**src/rtl/mem_arb_pkg.sv**
```systemverilog
`default_nettype none
// ============================================================================
// Module      : mem_arb_pkg
// Description : Shared types and constants for the IF/MEM memory port arbiter
// Revision    : 1.0 - initial release
// ============================================================================
package mem_arb_pkg;

  // Arbiter sequencing states
  typedef enum logic [1:0] {
    ST_IDLE  = 2'd0,
    ST_ISSUE = 2'd1,
    ST_WAIT  = 2'd2,
    ST_DONE  = 2'd3
  } state_t;

  // Owner encoding of the granted requester
  localparam logic OWN_IF  = 1'b0;
  localparam logic OWN_MEM = 1'b1;

  // Default RAM read latency in cycles
  localparam int DEFAULT_LAT = 2;

endpackage : mem_arb_pkg
`default_nettype wire

```
**src/rtl/mem_lat_counter.sv**
```systemverilog
`default_nettype none
// ============================================================================
// Module      : mem_lat_counter
// Description : Loadable up-counter that flags when the RAM latency is reached
// Revision    : 1.0 - initial release
// ============================================================================
module mem_lat_counter #(
  parameter int LAT = 2
) (
  input  logic Clock,
  input  logic Reset,
  input  logic load,
  input  logic inc,
  output logic done
);

  localparam int CW = $clog2(LAT + 1);

  logic [CW-1:0] count;

  // Load to 1 on issue, then count up once per wait cycle
  always_ff @(posedge Clock or posedge Reset) begin
    if (Reset) begin
      count <= '0;
    end else if (load) begin
      count <= CW'(1);
    end else if (inc) begin
      count <= count + 1'b1;
    end
  end

  assign done = (count == CW'(LAT));

endmodule : mem_lat_counter
`default_nettype wire

```
**src/rtl/mem_port_arbiter.sv**
```systemverilog
`default_nettype none
// ============================================================================
// Module      : mem_port_arbiter
// Description : Arbitrates IF and MEM stage accesses onto one single-port RAM
//               with fixed read latency; returns data with a ready pulse and
//               drives the pipeline stall.
// Revision    : 1.0 - initial release
// ============================================================================
module mem_port_arbiter
  import mem_arb_pkg::*;
#(
  parameter int LAT = DEFAULT_LAT,  // legal range 1..15
  parameter int AW  = 32,
  parameter int DW  = 32
) (
  input  logic          Clock,
  input  logic          Reset,
  // fetch port
  input  logic          if_req,
  input  logic [AW-1:0] if_addr,
  output logic [DW-1:0] if_rdata,
  output logic          if_ready,
  // data port
  input  logic          mem_req,
  input  logic          mem_we,
  input  logic [AW-1:0] mem_addr,
  input  logic [DW-1:0] mem_wdata,
  output logic [DW-1:0] mem_rdata,
  output logic          mem_ready,
  // RAM side
  output logic          ram_en,
  output logic          ram_we,
  output logic [AW-1:0] ram_addr,
  output logic [DW-1:0] ram_wdata,
  input  logic [DW-1:0] ram_rdata,
  // pipeline
  output logic          stall
);

  state_t state, state_nxt;
  logic   owner;
  logic   grant;
  logic   grant_own;
  logic   cnt_load;
  logic   cnt_inc;
  logic   cnt_done;
  logic   capture;

  mem_lat_counter #(
    .LAT (LAT)
  ) u_lat_counter (
    .Clock (Clock),
    .Reset (Reset),
    .load  (cnt_load),
    .inc   (cnt_inc),
    .done  (cnt_done)
  );

  // State register
  always_ff @(posedge Clock or posedge Reset) begin
    if (Reset) begin
      state <= ST_IDLE;
    end else begin
      state <= state_nxt;
    end
  end

  // Next-state, grant and counter control; MEM wins in IDLE, DONE hands over
  // to the other port so neither requester can starve the other
  always_comb begin
    state_nxt = state;
    grant     = 1'b0;
    grant_own = OWN_IF;
    cnt_load  = 1'b0;
    cnt_inc   = 1'b0;
    capture   = 1'b0;
    case (state)
      ST_IDLE: begin
        if (mem_req) begin
          grant     = 1'b1;
          grant_own = OWN_MEM;
          state_nxt = ST_ISSUE;
        end else if (if_req) begin
          grant     = 1'b1;
          grant_own = OWN_IF;
          state_nxt = ST_ISSUE;
        end
      end
      ST_ISSUE: begin
        cnt_load  = 1'b1;
        state_nxt = ST_WAIT;
      end
      ST_WAIT: begin
        cnt_inc = 1'b1;
        if (cnt_done) begin
          capture   = 1'b1;
          state_nxt = ST_DONE;
        end
      end
      ST_DONE: begin
        state_nxt = ST_IDLE;
        if (owner == OWN_MEM && if_req) begin
          grant     = 1'b1;
          grant_own = OWN_IF;
          state_nxt = ST_ISSUE;
        end else if (owner == OWN_IF && mem_req) begin
          grant     = 1'b1;
          grant_own = OWN_MEM;
          state_nxt = ST_ISSUE;
        end
      end
      default: begin
        state_nxt = ST_IDLE;
      end
    endcase
  end

  // Latch owner and request on grant; the RAM-side registers double as the
  // latched request so later requester changes are ignored
  always_ff @(posedge Clock or posedge Reset) begin
    if (Reset) begin
      owner     <= OWN_IF;
      ram_we    <= 1'b0;
      ram_addr  <= '0;
      ram_wdata <= '0;
    end else if (grant) begin
      owner <= grant_own;
      if (grant_own == OWN_MEM) begin
        ram_we    <= mem_we;
        ram_addr  <= mem_addr;
        ram_wdata <= mem_wdata;
      end else begin
        ram_we    <= 1'b0;
        ram_addr  <= if_addr;
        ram_wdata <= '0;
      end
    end
  end

  // Capture read data into the owner's register; stores leave it untouched
  always_ff @(posedge Clock or posedge Reset) begin
    if (Reset) begin
      if_rdata  <= '0;
      mem_rdata <= '0;
    end else if (capture && !ram_we) begin
      if (owner == OWN_MEM) begin
        mem_rdata <= ram_rdata;
      end else begin
        if_rdata <= ram_rdata;
      end
    end
  end

  assign ram_en    = (state == ST_ISSUE);
  assign if_ready  = (state == ST_DONE) && (owner == OWN_IF);
  assign mem_ready = (state == ST_DONE) && (owner == OWN_MEM);
  assign stall     = (if_req & ~if_ready) | (mem_req & ~mem_ready);

endmodule : mem_port_arbiter
`default_nettype wire

```
**config.mk**
```make
export PLATFORM = sky130hd
export DESIGN_NAME = mem_port_arbiter
export DESIGN_NICKNAME = d
export VERILOG_FILES = /design/src/rtl/mem_arb_pkg.sv /design/src/rtl/mem_lat_counter.sv /design/src/rtl/mem_port_arbiter.sv
export SDC_FILE = /design/constraint.sdc
export NUM_CORES = 1
export LEC_CHECK = 0
export CORE_MARGIN = 4
export CORE_UTILIZATION = 43
export DETAILED_ROUTE_END_ITERATION = 6
export PLACE_DENSITY = 0.8
export REMOVE_ABC_BUFFERS = 1
export SETUP_SLACK_MARGIN = 0.02
export SLEW_MARGIN = 20
export SYNTH_ARGS = -nofsm -noshare
export SYNTH_HDL_FRONTEND = slang
export SYNTH_SLANG_ARGS = --single-unit
```
**constraint.sdc**
```tcl
create_clock -name Clock -period 6.2 [get_ports Clock]
set_clock_uncertainty 0.1 [all_clocks]
set_input_delay 1.86 -clock Clock [delete_from_list [all_inputs] [get_ports Clock]]
set_output_delay 1.86 -clock Clock [all_outputs]
set_load 0.01 [all_outputs]
```
-- Word level (Yosys, flattened, before mapping)
Cells that the tools add are included.
- flip-flop bits (word level): 134
- bits in latches: 0
- RAM bits: 0
- ROM bits: 0
- input port bits: 133
- output and inout port bits: 133
- logic and storage cells: 55
- memories kept: 0
- $add $sub $neg: 1
- multiply operators: 0
- div/mod/pow operators: 0
- magnitude comparators: 0
- equal/unequal tests: 6
- shift operators: 0
- muxes and demuxes: 23
- bitwise gates (word level): 6
- reduce and logical (&&, ||, !) cells: 11
- operators with widths (operator ; number):
    $mux W32 ; 2
    $mux W1 ; 13
    $mux W2 ; 5
    $pmux W2 S4 ; 1
    $eq A2 B2 Y1 const B ; 3
    $reduce_and A2 Y1 ; 3
    $logic_and A1 B1 Y1 ; 5
    $pmux W1 S2 ; 2
    $ne A3 B3 Y1 const B ; 1
    $not A1 Y1 ; 3
    $add A2 B1 Y2 const B ; 1
    $and A1 B1 Y1 ; 2
    $eq A2 B1 Y1 const B ; 1
    $logic_not A2 Y1 ; 1
    $ne A2 B2 Y1 const B ; 1
    $reduce_bool A2 Y1 ; 1
    $logic_not A1 Y1 ; 1
    $or A1 B1 Y1 ; 1

-- Logic depth before layout (Yosys ltp)
- depth after elaboration: 6
- gate-level depth with buffers: 7
- mapped depth without buffers: 5

-- Cells and area by module
Synthesis repeated with hierarchy kept, for this count alone.
- cell total of the unflattened synthesis: 354
- area, all modules: 5505.3 um2
- modules (own cells, without submodules) (module ; times used ; cells each ; area an instance (um2) ; sequential area each (um2)):
    mem_port_arbiter ; 1 ; 345 ; 5408.9 ; 3303.2
    mem_lat_counter ; 1 ; 9 ; 96.3 ; 50.0

-- Worst setup path before layout
No wires, ideal clock.
- kind: input to output
- start point: input port mem_req
- end point: output port stall
- arrival time: 2.558 ns
- required time: 4.240 ns
- setup slack: 1.682 ns
- cell stages on the path: 5
- path buffers: 2
- cells stage by stage: mux2_4 buf_6 buf_2 inv_1 a21oi_1
- word-level cells in the longest chain between the ends: 2
- RTL lines (element ; RTL line ; source):
    start, declared ; mem_port_arbiter.sv:24 ; input logic mem_req,
    $and A1 B1 Y1 ; mem_port_arbiter.sv:157 ; assign stall = (if_req & ~if_ready) | (mem_req & ~mem_ready);
    $or A1 B1 Y1 ; mem_port_arbiter.sv:157 ;
    end, declared ; mem_port_arbiter.sv:37 ; output logic stall
No other way between the ends.

-- Final worst setup path
Ends and elaborated chain as after synthesis.

==> summary.txt <==
Status
  • Status: completed

Yosys
  • Post-Syn Instances: about 520
  • Post-synth EDFFs: 0
  • Post-synth ARST share: 1.00
  • Netlist cell types: 30
  • Synth area leaders: dfrtp_1 52%, mux2_2 11%, a41oi_2 7.6%
  • Mapped cell area: 6400 µm²
  • Yosys warning count: 0
  • Mean Syn Cell Area: 12.4 µm²
  • Synth Flop Type: dfrtp_1
  • Yosys reg bits: about 130
  • Yosys top cell by area: dfrtp_1
  • Yosys top cell area share: 0.524
  • Register area share after synthesis: 0.524
  • Synth cell count leaders: 134 x dfrtp_1, 64 x mux2_2, 39 x inv_1, 34 x nand2_1, 33 x a22o_1
  • Dominant cell by count in the synthesized netlist: dfrtp_1

Global route
  • Vias in the first global route: 5576
  • Total gr overflow: 0
  • GRT Total Usage: 0.226
  • First-pass GRT wire length: slightly below 30 mm
  • Initial antenna violation count: 0
  • Largest net degree at the start of global routing: 77

Worst hold path
  • Hold Crit Class: flop to flop

Cells and area
  • Share of post-route cells with drive strength above 1: 0.185
  • Area taken by flip-flops and latches: 3350 µm²
  • Final #Nets: 894
  • Non-Filler Instances: 950
  • Multi-input combinational cell area: 2650 µm²
  • Layout area overhead: 51.5%
  • Filler cells: 1065
  • Finished Cell Area: slightly below 10000 µm²
  • # diodes: 0

Routing
  • Pre-antenna DRT Iters: 5
  • Post-route DRC: 0
  • Antenna Nets Post-Route: 0
  • Vias: 5357
  • DR iter-0 viols: 390
  • Drt via density: 5.64
  • DRT Wirelength: between 15 and 20 mm
  • Wire per inst: approximately 20 µm

Power and ir drop
  • Clock Power Share: 0.195
  • Sw frac: 0.358
  • PwrDens: 526 nW/µm²
  • Tot Pwr: 5.10 mW
  • Leakage: 4.03 nW
  • Power share of the sequential group: 0.302
  • Switching pwr: ~1.8 mW
  • Logic gate share of total power: 0.503
  • P_int: between 3 and 4 mW
  • Worst vdd ir: 0.000300 V

Floorplanning
  • Die area: ~17000 µm²
  • Chip height: 130 µm
  • CORE AREA: about 15000 µm²
  • Die width: 130 µm
  • Initial core utilization: 0.440
  • FP Rows: 44
  • Ports: 266

STA
  • Fin Hold WS: 0.396 ns
  • Unrepaired setup endpoints after global routing: false
  • Worst slew pin tran: around 1.1 ns
  • Setup TNS: 0 ns
  • Final Max Tran Viols: 0
  • # setup viols final: 0
  • Final worst path period share: 0.854
  • Final Hold Viols: 0
  • Minimum clock period after layout: 5.29 ns
  • Max_slew headroom: 0.288
  • Max Fclk: ~0.19 GHz

Clock network
  • Max Root-Sink Buffers: 2
  • CTS tree: built
  • H-Tree Depth: 4
  • Worst-path clk slew: 0.05 ns
  • Setup bufs post-CTS: 0
  • CTS Buf Count: 17
  • CTS Hold Buffers Added: 0
  • Post-CTS sizing: 0
  • Num Clock Sinks: 134
  • Clock latency at the later pin of the worst-skew pair: 0.40 ns
  • Clk root buf: clkbuf_16

Placement
  • I/O Buffers: 265
  • Gpl congestion: 0.842
  • DP Cell Count: 921
  • Post-DP Area: 9120 µm²
  • DP HPWL: 13.1 mm

Setup path
  • Reg2reg setup slack: 3.66 ns
  • Worst Setup End Kind: output port
  • CP Data Arrival Time: between 3 and 4 ns
  • Crit path launch type: input port
  • CP Max Fanout: 4
  • WP data required: 4.24 ns
  • CP Class: input port to output port

Job
  • Max cap viols: 0
[per-stage QoR]
step | worst slack (ns) | util
floorplan | 0.657 | -
global placement | 0.942 | 0.627
detailed placement | 0.927 | 0.627
CTS | 0.916 | 0.667
global route | 0.863 | 0.667
finish | 0.908 | 0.667
[cell type report]
class                           count  area share
Sequential cell                   134       0.346
Timing Repair Buffer              275       0.283
Multi-Input combinational cell    289       0.273
Clock buffer                       20      0.0461
Tap cell                          184      0.0237
Inverter                           39      0.0154
Clock inverter                      9      0.0133
[logic make-up (layout without fill, tap and decap cells)]
logic type,after synthesis,in the layout,share of synthesized area
buf+inv,92,343,0.0665
flops,134,134,0.524
mux,67,67,0.118
fa+ha+maj,5,5,0.00977
compound gates,136,136,0.223
simple gates,81,81,0.0582
[layout by cell type, fill, tap and decap left out, types with 2 or more instances in the layout]
| master | instances |
|---|---|
| nand3_1 | 32 |
| nor2b_2 | 2 |
| clkinvlp_4 | 2 |
| a211o_1 | 32 |
| a41oi_1 | 2 |
| clkbuf_1 | 2 |
| nand2_1 | 34 |
| a21oi_1 | 2 |
| clkdlybuf4s50_1 | 265 |
| mux2_1 | 2 |
| bufinv_16 | 3 |
| nor2_1 | 6 |
| buf_4 | 9 |
| a41oi_2 | 30 |
| ha_1 | 5 |
| dfrtp_1 | 134 |
| inv_1 | 37 |
| clkinv_2 | 3 |
| mux2_2 | 64 |
| nand2b_2 | 2 |
| a221oi_1 | 32 |
| a22o_1 | 33 |
| clkbuf_16 | 17 |
[worst max-delay path: stages]
cell	delay [ns]
clkdlybuf4s50_1	0.56
mux2_4	0.19
inv_1	0.03
a21oi_1	0.13
clkdlybuf4s50_1	0.56
[flip-flops by register name (all words and copies together) (netlist names)]
name,cells
ram_wdata,32
u_lat_counter.count,2
ram_we,1
ram_addr,32
state,2
if_rdata,32
owner,1
mem_rdata,32
[metal layers]
layer  up-vias  part of all wire  GRT usage
li1       2403                 -          -
met3        19              0.13      0.117
met4         0             0.015     0.0623
met5         -                 0          0
met1      2642              0.37      0.265
met2       293              0.48      0.365
[power groups by stage]
stage | clock [mW] | combinational [mW] | sequential (mW)
floorplan | 0 | 1.15 | 1.68
global placement | 0 | 2.49 | 1.52
detailed placement | 0 | 2.57 | 1.54
CTS | 1.01 | 2.58 | 1.54
global route | 1.06 | 2.75 | 1.59
finish | 0.996 | 2.56 | 1.54
[final timing paths]
kind	from	to	cells after the start
max in group asynchronous	Reset	mem_rdata[19]	3
worst max-delay path	mem_req	stall	5
worst min-delay path	if_rdata[25]	if_rdata[25]	1
worst max register to register	state[0]	ram_wdata[15]	6
worst min register to register	if_rdata[25]	if_rdata[25]	1
min in group asynchronous	Reset	mem_rdata[29]	2
Power figures use the tool's default switching activity.
